[config.mk]
export PLATFORM = sky130hd
export DESIGN_NAME = auth_status_tx
export DESIGN_NICKNAME = d
export VERILOG_FILES = /design/src/rtl/auth_status_tx.sv
export SDC_FILE = /design/constraint.sdc
export NUM_CORES = 1
export LEC_CHECK = 0
export CORE_MARGIN = 5
export CORE_UTILIZATION = 41
export DETAILED_ROUTE_END_ITERATION = 8
export PLACE_DENSITY = 0.6
export SLEW_MARGIN = 20
export SYNTH_ARGS = -nofsm -noshare
export SYNTH_HDL_FRONTEND = slang
export SYNTH_SLANG_ARGS = --single-unit
[constraint.sdc]
create_clock -name clk -period 2.7 [get_ports clk]
set_clock_uncertainty 0.15 [all_clocks]
set_input_delay 0.405 -clock clk [delete_from_list [all_inputs] [get_ports clk]]
set_output_delay 0.405 -clock clk [all_outputs]
set_load 0.02 [all_outputs]
[src/rtl/auth_status_tx.sv]
// auth_status_tx: reports scooter power/authentication status to the BLE
// module as 4-byte frames (A5, code, flags, checksum) over an 8N1 UART line.
// Power-up sends 'G', power-down sends 'S'. Define AUTH_TX_HEARTBEAT_EN to
// add a periodic 'H' heartbeat frame while powered.
`timescale 1ns/1ps
module auth_status_tx #(
  parameter int BAUD_DIV  = 2604,
  parameter int HB_PERIOD = 50_000_000
) (
  input  logic       clk,
  input  logic       rst_n,
  input  logic       pwr_up,
  input  logic       rider_off,
  input  logic [7:0] batt,
  output logic       TX,
  output logic       busy,
  output logic       frame_done
);

  localparam int BW = $clog2(BAUD_DIV);
  localparam logic [BW-1:0] BAUD_LAST = BW'(BAUD_DIV - 1);

  typedef enum logic [2:0] {IDLE, LOAD, START, DATA, STOP} state_t;

  state_t      state_r;
  logic        pwr_up_ff;
  logic        pend_g;
  logic        pend_s;
  logic        pend_h;
  logic        hb_tick_s;
  logic        rise_s;
  logic        fall_s;
  logic        start_s;
  logic [7:0]  code_s;
  logic [7:0]  byte_s;
  logic [7:0]  code_r;
  logic [7:0]  flags_r;
  logic [7:0]  shift_r;
  logic [1:0]  idx_r;
  logic [2:0]  bit_r;
  logic [BW-1:0] baud_r;
  logic        tx_r;
  logic        busy_r;
  logic        done_r;

  assign rise_s  = pwr_up & ~pwr_up_ff;
  assign fall_s  = ~pwr_up & pwr_up_ff;
  assign start_s = (state_r == IDLE) && (pend_s || pend_g || pend_h);

  assign TX         = tx_r;
  assign busy       = busy_r;
  assign frame_done = done_r;

`ifdef AUTH_TX_HEARTBEAT_EN
  localparam int HW = (HB_PERIOD > 1) ? $clog2(HB_PERIOD) : 1;
  localparam logic [HW-1:0] HB_LAST = HW'(HB_PERIOD - 1);
  logic [HW-1:0] hb_cnt_r;

  assign hb_tick_s = pwr_up_ff && (hb_cnt_r == HB_LAST);

  // Heartbeat counter: free-runs while powered, independent of frame activity
  always_ff @(posedge clk or negedge rst_n) begin
    if (!rst_n) begin
      hb_cnt_r <= {HW{1'b0}};
    end else if (!pwr_up_ff || hb_tick_s) begin
      hb_cnt_r <= {HW{1'b0}};
    end else begin
      hb_cnt_r <= hb_cnt_r + {{(HW-1){1'b0}}, 1'b1};
    end
  end

  // Heartbeat request: a power-down drops any heartbeat still waiting
  always_ff @(posedge clk or negedge rst_n) begin
    if (!rst_n) begin
      pend_h <= 1'b0;
    end else if (fall_s) begin
      pend_h <= 1'b0;
    end else if (hb_tick_s) begin
      pend_h <= 1'b1;
    end else if (start_s && !pend_s && !pend_g) begin
      pend_h <= 1'b0;
    end else begin
      pend_h <= pend_h;
    end
  end
`else
  assign hb_tick_s = 1'b0;
  assign pend_h    = 1'b0;
`endif

  // Edge detector and sticky G/S requests; the latest power state wins
  always_ff @(posedge clk or negedge rst_n) begin
    if (!rst_n) begin
      pwr_up_ff <= 1'b0;
      pend_g    <= 1'b0;
      pend_s    <= 1'b0;
    end else begin
      pwr_up_ff <= pwr_up;
      if (fall_s) begin
        pend_s <= 1'b1;
      end else if (rise_s || (start_s && pend_s)) begin
        pend_s <= 1'b0;
      end else begin
        pend_s <= pend_s;
      end
      if (rise_s) begin
        pend_g <= 1'b1;
      end else if (fall_s || (start_s && !pend_s)) begin
        pend_g <= 1'b0;
      end else begin
        pend_g <= pend_g;
      end
    end
  end

  // Frame code arbitration: S beats G beats H
  always_comb begin
    code_s = 8'h48;
    if (pend_s) begin
      code_s = 8'h53;
    end else if (pend_g) begin
      code_s = 8'h47;
    end else begin
      code_s = 8'h48;
    end
  end

  // Byte selection for the current frame position
  always_comb begin
    byte_s = 8'hA5;
    case (idx_r)
      2'd0:    byte_s = 8'hA5;
      2'd1:    byte_s = code_r;
      2'd2:    byte_s = flags_r;
      2'd3:    byte_s = code_r ^ flags_r;
      default: byte_s = 8'hA5;
    endcase
  end

  // Frame sequencer and 8N1 serializer with registered line outputs
  always_ff @(posedge clk or negedge rst_n) begin
    if (!rst_n) begin
      state_r <= IDLE;
      code_r  <= 8'h00;
      flags_r <= 8'h00;
      shift_r <= 8'h00;
      idx_r   <= 2'd0;
      bit_r   <= 3'd0;
      baud_r  <= {BW{1'b0}};
      tx_r    <= 1'b1;
      busy_r  <= 1'b0;
      done_r  <= 1'b0;
    end else begin
      case (state_r)
        IDLE: begin
          tx_r   <= 1'b1;
          busy_r <= 1'b0;
          done_r <= 1'b0;
          idx_r  <= 2'd0;
          if (start_s) begin
            // Snapshot status so bytes in flight never change mid-frame
            code_r  <= code_s;
            flags_r <= (batt & 8'hFE) | {7'd0, rider_off};
            state_r <= LOAD;
          end
        end
        LOAD: begin
          shift_r <= byte_s;
          tx_r    <= 1'b0;
          busy_r  <= 1'b1;
          baud_r  <= BAUD_LAST;
          state_r <= START;
        end
        START: begin
          if (baud_r == {BW{1'b0}}) begin
            tx_r    <= shift_r[0];
            shift_r <= {1'b0, shift_r[7:1]};
            bit_r   <= 3'd0;
            baud_r  <= BAUD_LAST;
            state_r <= DATA;
          end else begin
            baud_r <= baud_r - {{(BW-1){1'b0}}, 1'b1};
          end
        end
        DATA: begin
          if (baud_r == {BW{1'b0}}) begin
            baud_r <= BAUD_LAST;
            if (bit_r == 3'd7) begin
              tx_r    <= 1'b1;
              state_r <= STOP;
            end else begin
              tx_r    <= shift_r[0];
              shift_r <= {1'b0, shift_r[7:1]};
              bit_r   <= bit_r + 3'd1;
            end
          end else begin
            baud_r <= baud_r - {{(BW-1){1'b0}}, 1'b1};
          end
        end
        STOP: begin
          if (baud_r == {BW{1'b0}}) begin
            if (idx_r == 2'd3) begin
              done_r  <= 1'b1;
              state_r <= IDLE;
            end else begin
              idx_r   <= idx_r + 2'd1;
              state_r <= LOAD;
            end
          end else begin
            baud_r <= baud_r - {{(BW-1){1'b0}}, 1'b1};
          end
        end
        default: begin
          tx_r    <= 1'b1;
          busy_r  <= 1'b0;
          done_r  <= 1'b0;
          state_r <= IDLE;
        end
      endcase
    end
  end

endmodule

==> flow_summary.toml, run 1 <==
[outcome]
outcome = "finished clean"

[timing]
clock.fmax_ghz = 0.434
whs_ns = 0.345
post-route-min-period_ns = 2.30
slew_violations = 0
slew-limit-headroom = 0.581
rsz0062_at_grt = "false"
post-route-period-util = 0.853
setup_viol = 0
hold_viol = 0
fin_setup_tns_ns = 0
worstMarginPinSlew_ns = 0.629

[floorplan]
dieArea_mm2 = 0.00806
chipHeight_um = 89.8
initial_core_util = 0.416
core_mm2 = 0.00628
die_x_um = 89.8
placementRows = 29
ios = 15

[drt]
final_antenna_net_count = 0
wl_per_cell_um = 15.1
wirelength_um = 5460
drcViolationCount = 0
first_iter_violations = 92
num_vias = 2011
dr.pass1.iters = 4
routed_via_density = 5.57

[setup_path]
worstPathArrival_ns = 2.39
path_class = "register to register"
r2r-start = "baud_r[0]$_DFFE_PN0P_"
crit_fanout = 9
critical_path_required_ns = 2.79
critPathLaunch = "baud_r[0]$_DFFE_PN0P_"
cp-start-kind = "register"
critPathCaptureType = "register"

[clocking]
clk_path_buf_depth = 2
numCtsBuffers = 5
path_clk_slew_ns = 0.09
cts_sinks = 47
cts_tree = "done"
clk_latency_ns = 0.30
root_buffer = "clkbuf_8"
postCtsSetupRepairBufs = 0
htree_levels = 2

[power]
vdd_drop_max_mv = 0.366
powerDensity_mw_per_mm2 = 682
p_leak_nw = 1.24

[yosys]
avgSynthCellArea_um2 = 9.92
synth_top_area_share = 0.441
ys_seq_area_frac = 0.451
yosys_warnings = 0
async_flop_share = 1.00
synth_edf_count = 0
synth_cell_types = 57
yosys.area.top_type = "dfrtp_1"
syn_nets = 283
ys_ff_latch = 47
syn_area_mm2 = 0.00261
yosys-top-cells-area = "dfrtp_1, mux2_2, a21oi_1"
ys.flop_type = "dfrtp_1"
syn-instance-count = 263

[grt]
grt_pass1_vias = 1995
grt_max_degree = 29
grt_overflow = 0
grt_pass1_wl_um = 9540
antenna_found_initial = 0
track_usage = 0.142

[job]
maxCapViolCount = 0

[finish]
fillCellCount = 614
final-seq-area_mm2 = 0.00118
final_core_util = 0.470
drive_above_1_share = 0.173
synthToLayoutAreaGrowth_pct = 13.0
layout_common_cells = "dfrtp_1, nand2_1, a21oi_1"
diodes = 0
multi_input_comb_area_mm2 = 0.00135
layout_commonest_cell = "dfrtp_1"
nNetsFinal = 303
fin_area_mm2 = 0.00295

[placement]
placed_area_mm2 = 0.00285
gp_congestion = 0.775
port_buffers = 13
hpwl_um = 3870

[worst_hold_path]
min_path_type = "register to register"
worstHoldStart = "code_r[6]$_DFFE_PN0P_"
[cell type report]
class                           count  area share
Sequential cell                    47       0.399
Clock inverter                      2     0.00424
Tap cell                           77      0.0327
Clock buffer                        6      0.0246
Inverter                            8      0.0102
Multi-Input combinational cell    197       0.458
Timing Repair Buffer               24      0.0713
[path summary, 6_finish.rpt]
kind                                                to  slack (ns)  cells after the start
worst min register to register   code_r[6]$_DFFE_PN0P_        0.35                      1
max in group asynchronous       shift_r[7]$_DFFE_PN0P_        1.20                      3
min in group asynchronous       flags_r[6]$_DFFE_PN0P_        0.51                      2
worst min-delay path             code_r[6]$_DFFE_PN0P_        0.35                      1
worst max register to register    bit_r[0]$_DFFE_PN0P_        0.40                      7
worst max-delay path              bit_r[0]$_DFFE_PN0P_        0.40                      7
[logic make-up (layout without fill, tap and decap cells)]
logic type	count (synthesis)	after routing	synth area share
AOI/OAI and AO/OA	64	64	0.159
xor gates and xnor gates	11	11	0.0369
adders and majority gates	8	8	0.0384
buffers and inverters	19	40	0.0316
DFF	47	47	0.451
muxes	19	19	0.0801
and+or+nand+nor	95	95	0.203
[stage by stage]
stage / setup slack, ns / power (mW) / std cells
after floorplan: 0.687 / 1.44 / 263
after global placement: 0.427 / 1.58 / 352
after detailed placement: 0.410 / 1.60 / 352
after CTS: 0.387 / 2.03 / 361
after global routing: 0.265 / 2.16 / 361
final: 0.396 / 2.01 / 361
[timing repair]
action                                 4_1_cts  5_1_grt
hold buffers                                 1        0
endpoints found under the hold margin       26        0
resized for setup                            0        0
[critical path, stage by stage (launching register included)]
cell     delay (ns)
dfrtp_1        0.44
inv_1          0.13
ha_1           0.16
nor4b_2        0.30
and4b_2        0.43
nand2_2        0.12
or4_1          0.41
nand3_1        0.10
[layer usage]
| metal | part of all wire | track usage | vias up |
|---|---|---|---|
| li1 | - | - | 994 |
| met1 | 0.49 | 0.202 | 990 |
| met2 | 0.47 | 0.215 | 20 |
| met3 | 0.028 | 0.0309 | 7 |
| met4 | 0.013 | 0.0466 | 0 |
| met5 | 0 | 0 | - |
[power breakdown]
part	internal, mW	total, mW	switching (mW)
combinational	0.260	0.488	0.228
sequential	0.883	1.10	0.218
clock	0.181	0.423	0.242
total	1.32	2.01	0.688
[flip-flops by register name (all words and copies together), names as in the netlist]
name / count
TX: 1
baud_r: 12
shift_r: 8
bit_r: 3
idx_r: 2
frame_done: 1
state_r: 3
pend_s: 1
pwr_up_ff: 1
code_r: 5
busy: 1
flags_r: 8
pend_g: 1
[cell usage after synthesis (all sizes together) (6+ instances only)]
library cell / instances
dfrtp: 46
nand2: 27
a21oi: 21
nor2: 18
mux2: 15
o21ai: 15
nand3: 10
xor2: 10
ha: 8
inv: 8
nand2b: 7
clkbuf: 6
nor3: 6
Power figures use the tool's default switching activity.
==> run 2: changes to the inputs <==
--- a/config.mk
+++ b/config.mk
@@ -7,6 +7,7 @@
 export LEC_CHECK = 0
 export CORE_MARGIN = 5
 export CORE_UTILIZATION = 41
+export CTS_CLUSTER_SIZE = 25
 export DETAILED_ROUTE_END_ITERATION = 8
 export PLACE_DENSITY = 0.6
 export SLEW_MARGIN = 20
==> results of run 2 <==
Same layout as run 1: the final DEF is identical, and so are final timing and power.
==> run 3: changes to the inputs <==
--- a/config.mk
+++ b/config.mk
@@ -9,7 +9,7 @@
 export CORE_UTILIZATION = 41
 export CTS_CLUSTER_SIZE = 25
 export DETAILED_ROUTE_END_ITERATION = 8
-export PLACE_DENSITY = 0.6
+export PLACE_DENSITY = 0.63
 export SLEW_MARGIN = 20
 export SYNTH_ARGS = -nofsm -noshare
 export SYNTH_HDL_FRONTEND = slang
==> constraint.sdc (replaced) <==
create_clock -name clk -period 1.9 [get_ports clk]
set_clock_uncertainty 0.15 [all_clocks]
set_input_delay 0.285 -clock clk [delete_from_list [all_inputs] [get_ports clk]]
set_output_delay 0.285 -clock clk [all_outputs]
set_load 0.02 [all_outputs]
==> run 3 against run 2 <==
Effect of this change: the flow now finishes with violations (negative setup slack); fmax up 15%; utilization up 8.7 points; worst setup slack worse by 0.51 ns.
==> flow_summary.toml, run 3 (same netlist as run 1, synthesis figures left out) <==
[outcome]
outcome = "finished with violations"
violations = "negative setup slack"

[job]
maxCapViolCount = 0

[floorplan]
initial_core_util = 0.416
ios = 15
chipHeight_um = 89.8
placementRows = 29
dieArea_mm2 = 0.00806
core_mm2 = 0.00628
die_x_um = 89.8

[finish]
layout_common_cells = "dfrtp_1, buf_4, nand2_1"
largest-register = "baud_r"
largest_register_ffs = 12
fin_cells = 402
layout_commonest_cell = "dfrtp_1"
reg_top3 = "baud_r: 12 flops, flags_r: 8 flops, shift_r: 8 flops"
nNetsFinal = 344
synthToLayoutAreaGrowth_pct = 33.8
drive_above_1_share = 0.363
fin_area_mm2 = 0.00349
fillCellCount = 552
diodes = 0

[drt]
first_iter_violations = 76
dr.pass1.iters = 4
wirelength_um = 6090
num_vias = 2210
final_antenna_net_count = 0
routed_via_density = 5.50
drcViolationCount = 0
wl_per_cell_um = 15.1

[worst_hold_path]
worstHoldStart = "pwr_up"
min_path_type = "input port to register"
whs_path_depth = 1

[grt]
antenna_found_initial = 0
met1_usage = 0.199
top_usage_layer = "met2"
grt_overflow = 0
grt_pass1_vias = 2158
grt_util_met2 = 0.255
met3_usage = 0.0259
grt_max_degree = 48
track_usage = 0.152
grt_pass1_wl_um = 10200

[placement]
port_buffers = 13
place_ws_ns = -0.0671
hpwl_um = 4120
placed_area_mm2 = 0.00311
place_inst = 382
gp_congestion = 0.811

[setup_path]
path_class = "register to register"
critical_path_required_ns = 1.94
critPathLaunch = "baud_r[0]$_DFFE_PN0P_"
crit_fanout = 8
rr_worst_depth = 8
worstPathArrival_ns = 2.05
cp-start-kind = "register"
r2r-start = "baud_r[0]$_DFFE_PN0P_"
critPathCaptureType = "register"

[timing]
post-route-min-period_ns = 2.01
whs_ns = 0.315
hold_viol = 0
clock.fmax_ghz = 0.497
worstMarginPinSlew_ns = 0.450
rsz0062_at_grt = "true"
post-route-period-util = 1.06
worst_slack_ns = -0.111
fin_setup_tns_ns = -1.12
setup_viol = 20
slew_violations = 0
slew-limit-headroom = 0.700

[power]
powerDensity_mw_per_mm2 = 935
vdd_drop_max_mv = 0.466
p_leak_nw = 1.50

[clocking]
root_buffer = "clkbuf_8"
clk_latency_ns = 0.31
htree_levels = 2
path_clk_slew_ns = 0.10
numCtsBuffers = 5
clk_path_buf_depth = 2
cts_sinks = 47
cts_tree = "done"
## run 3: cell types whose count changed in the layout (fill, tap and decap cells not counted), sizes merged
cell / change
buf: +41
clkbuf: -1
clkdlybuf4s50: -1
clkinvlp: +1
dlygate4sd2: +1
## run 3: stage by stage
stage	utilization	total power, mW
after floorplan	-	2.07
after global placement	0.496	2.47
after detailed placement	0.496	2.50
after CTS	0.532	3.20
after global routing	0.557	3.50
final	0.557	3.27
## run 3: what timing repair did
action | 4_1_cts | 5_1_grt
pin swaps | 10 | 22
buffers inserted | 9 | 3
gates cloned | 0 | 0
gates resized for setup | 16 | 33
setup endpoints to repair | 19 | 29
hold buffers | 1 | 0
endpoints found under the hold margin | 46 | 0
## run 3: layout make-up
class | count | area [um2] | share of cell area
Tap cell | 77 | 96.3 | 0.0276
Inverter | 8 | 30.0 | 0.00860
Sequential cell | 47 | 1180 | 0.337
Multi-Input combinational cell | 197 | 1530 | 0.437
Timing Repair Buffer | 65 | 576 | 0.165
Clock buffer | 5 | 68.8 | 0.0197
Clock inverter | 3 | 20.0 | 0.00573
## run 3: power breakdown
| group | internal [mW] | leakage (nW) | switching, mW |
|---|---|---|---|
| sequential | 1.25 | 0.572 | 0.230 |
| combinational | 0.631 | 0.883 | 0.532 |
| clock | 0.257 | 0.0402 | 0.363 |
## run 3: final timing paths
path,endpoint,slack [ns]
max,shift_r[5]$_DFFE_PN0P_,-0.11
min,pwr_up_ff$_DFF_PN0_,0.32
max reg2reg,shift_r[5]$_DFFE_PN0P_,-0.11
min reg2reg,pend_s$_DFFE_PN0P_,0.35
max in group asynchronous,TX$_DFFE_PN1P_,0.98
min in group asynchronous,code_r[6]$_DFFE_PN0P_,0.34
## run 3: worst max-delay path, cell delays in order (launching register included)
cell	delay (ns)
dfrtp_1	0.40
inv_2	0.08
ha_4	0.13
nor4b_4	0.24
buf_4	0.18
nand4b_4	0.15
o21ai_4	0.18
nand2_4	0.11
mux2_2	0.28
## run 3: routing by layer
metal	part of all wire	up-vias
met2	0.48	40
met1	0.47	1090
met4	0.013	0
li1	-	1074
met5	0	-
met3	0.031	6
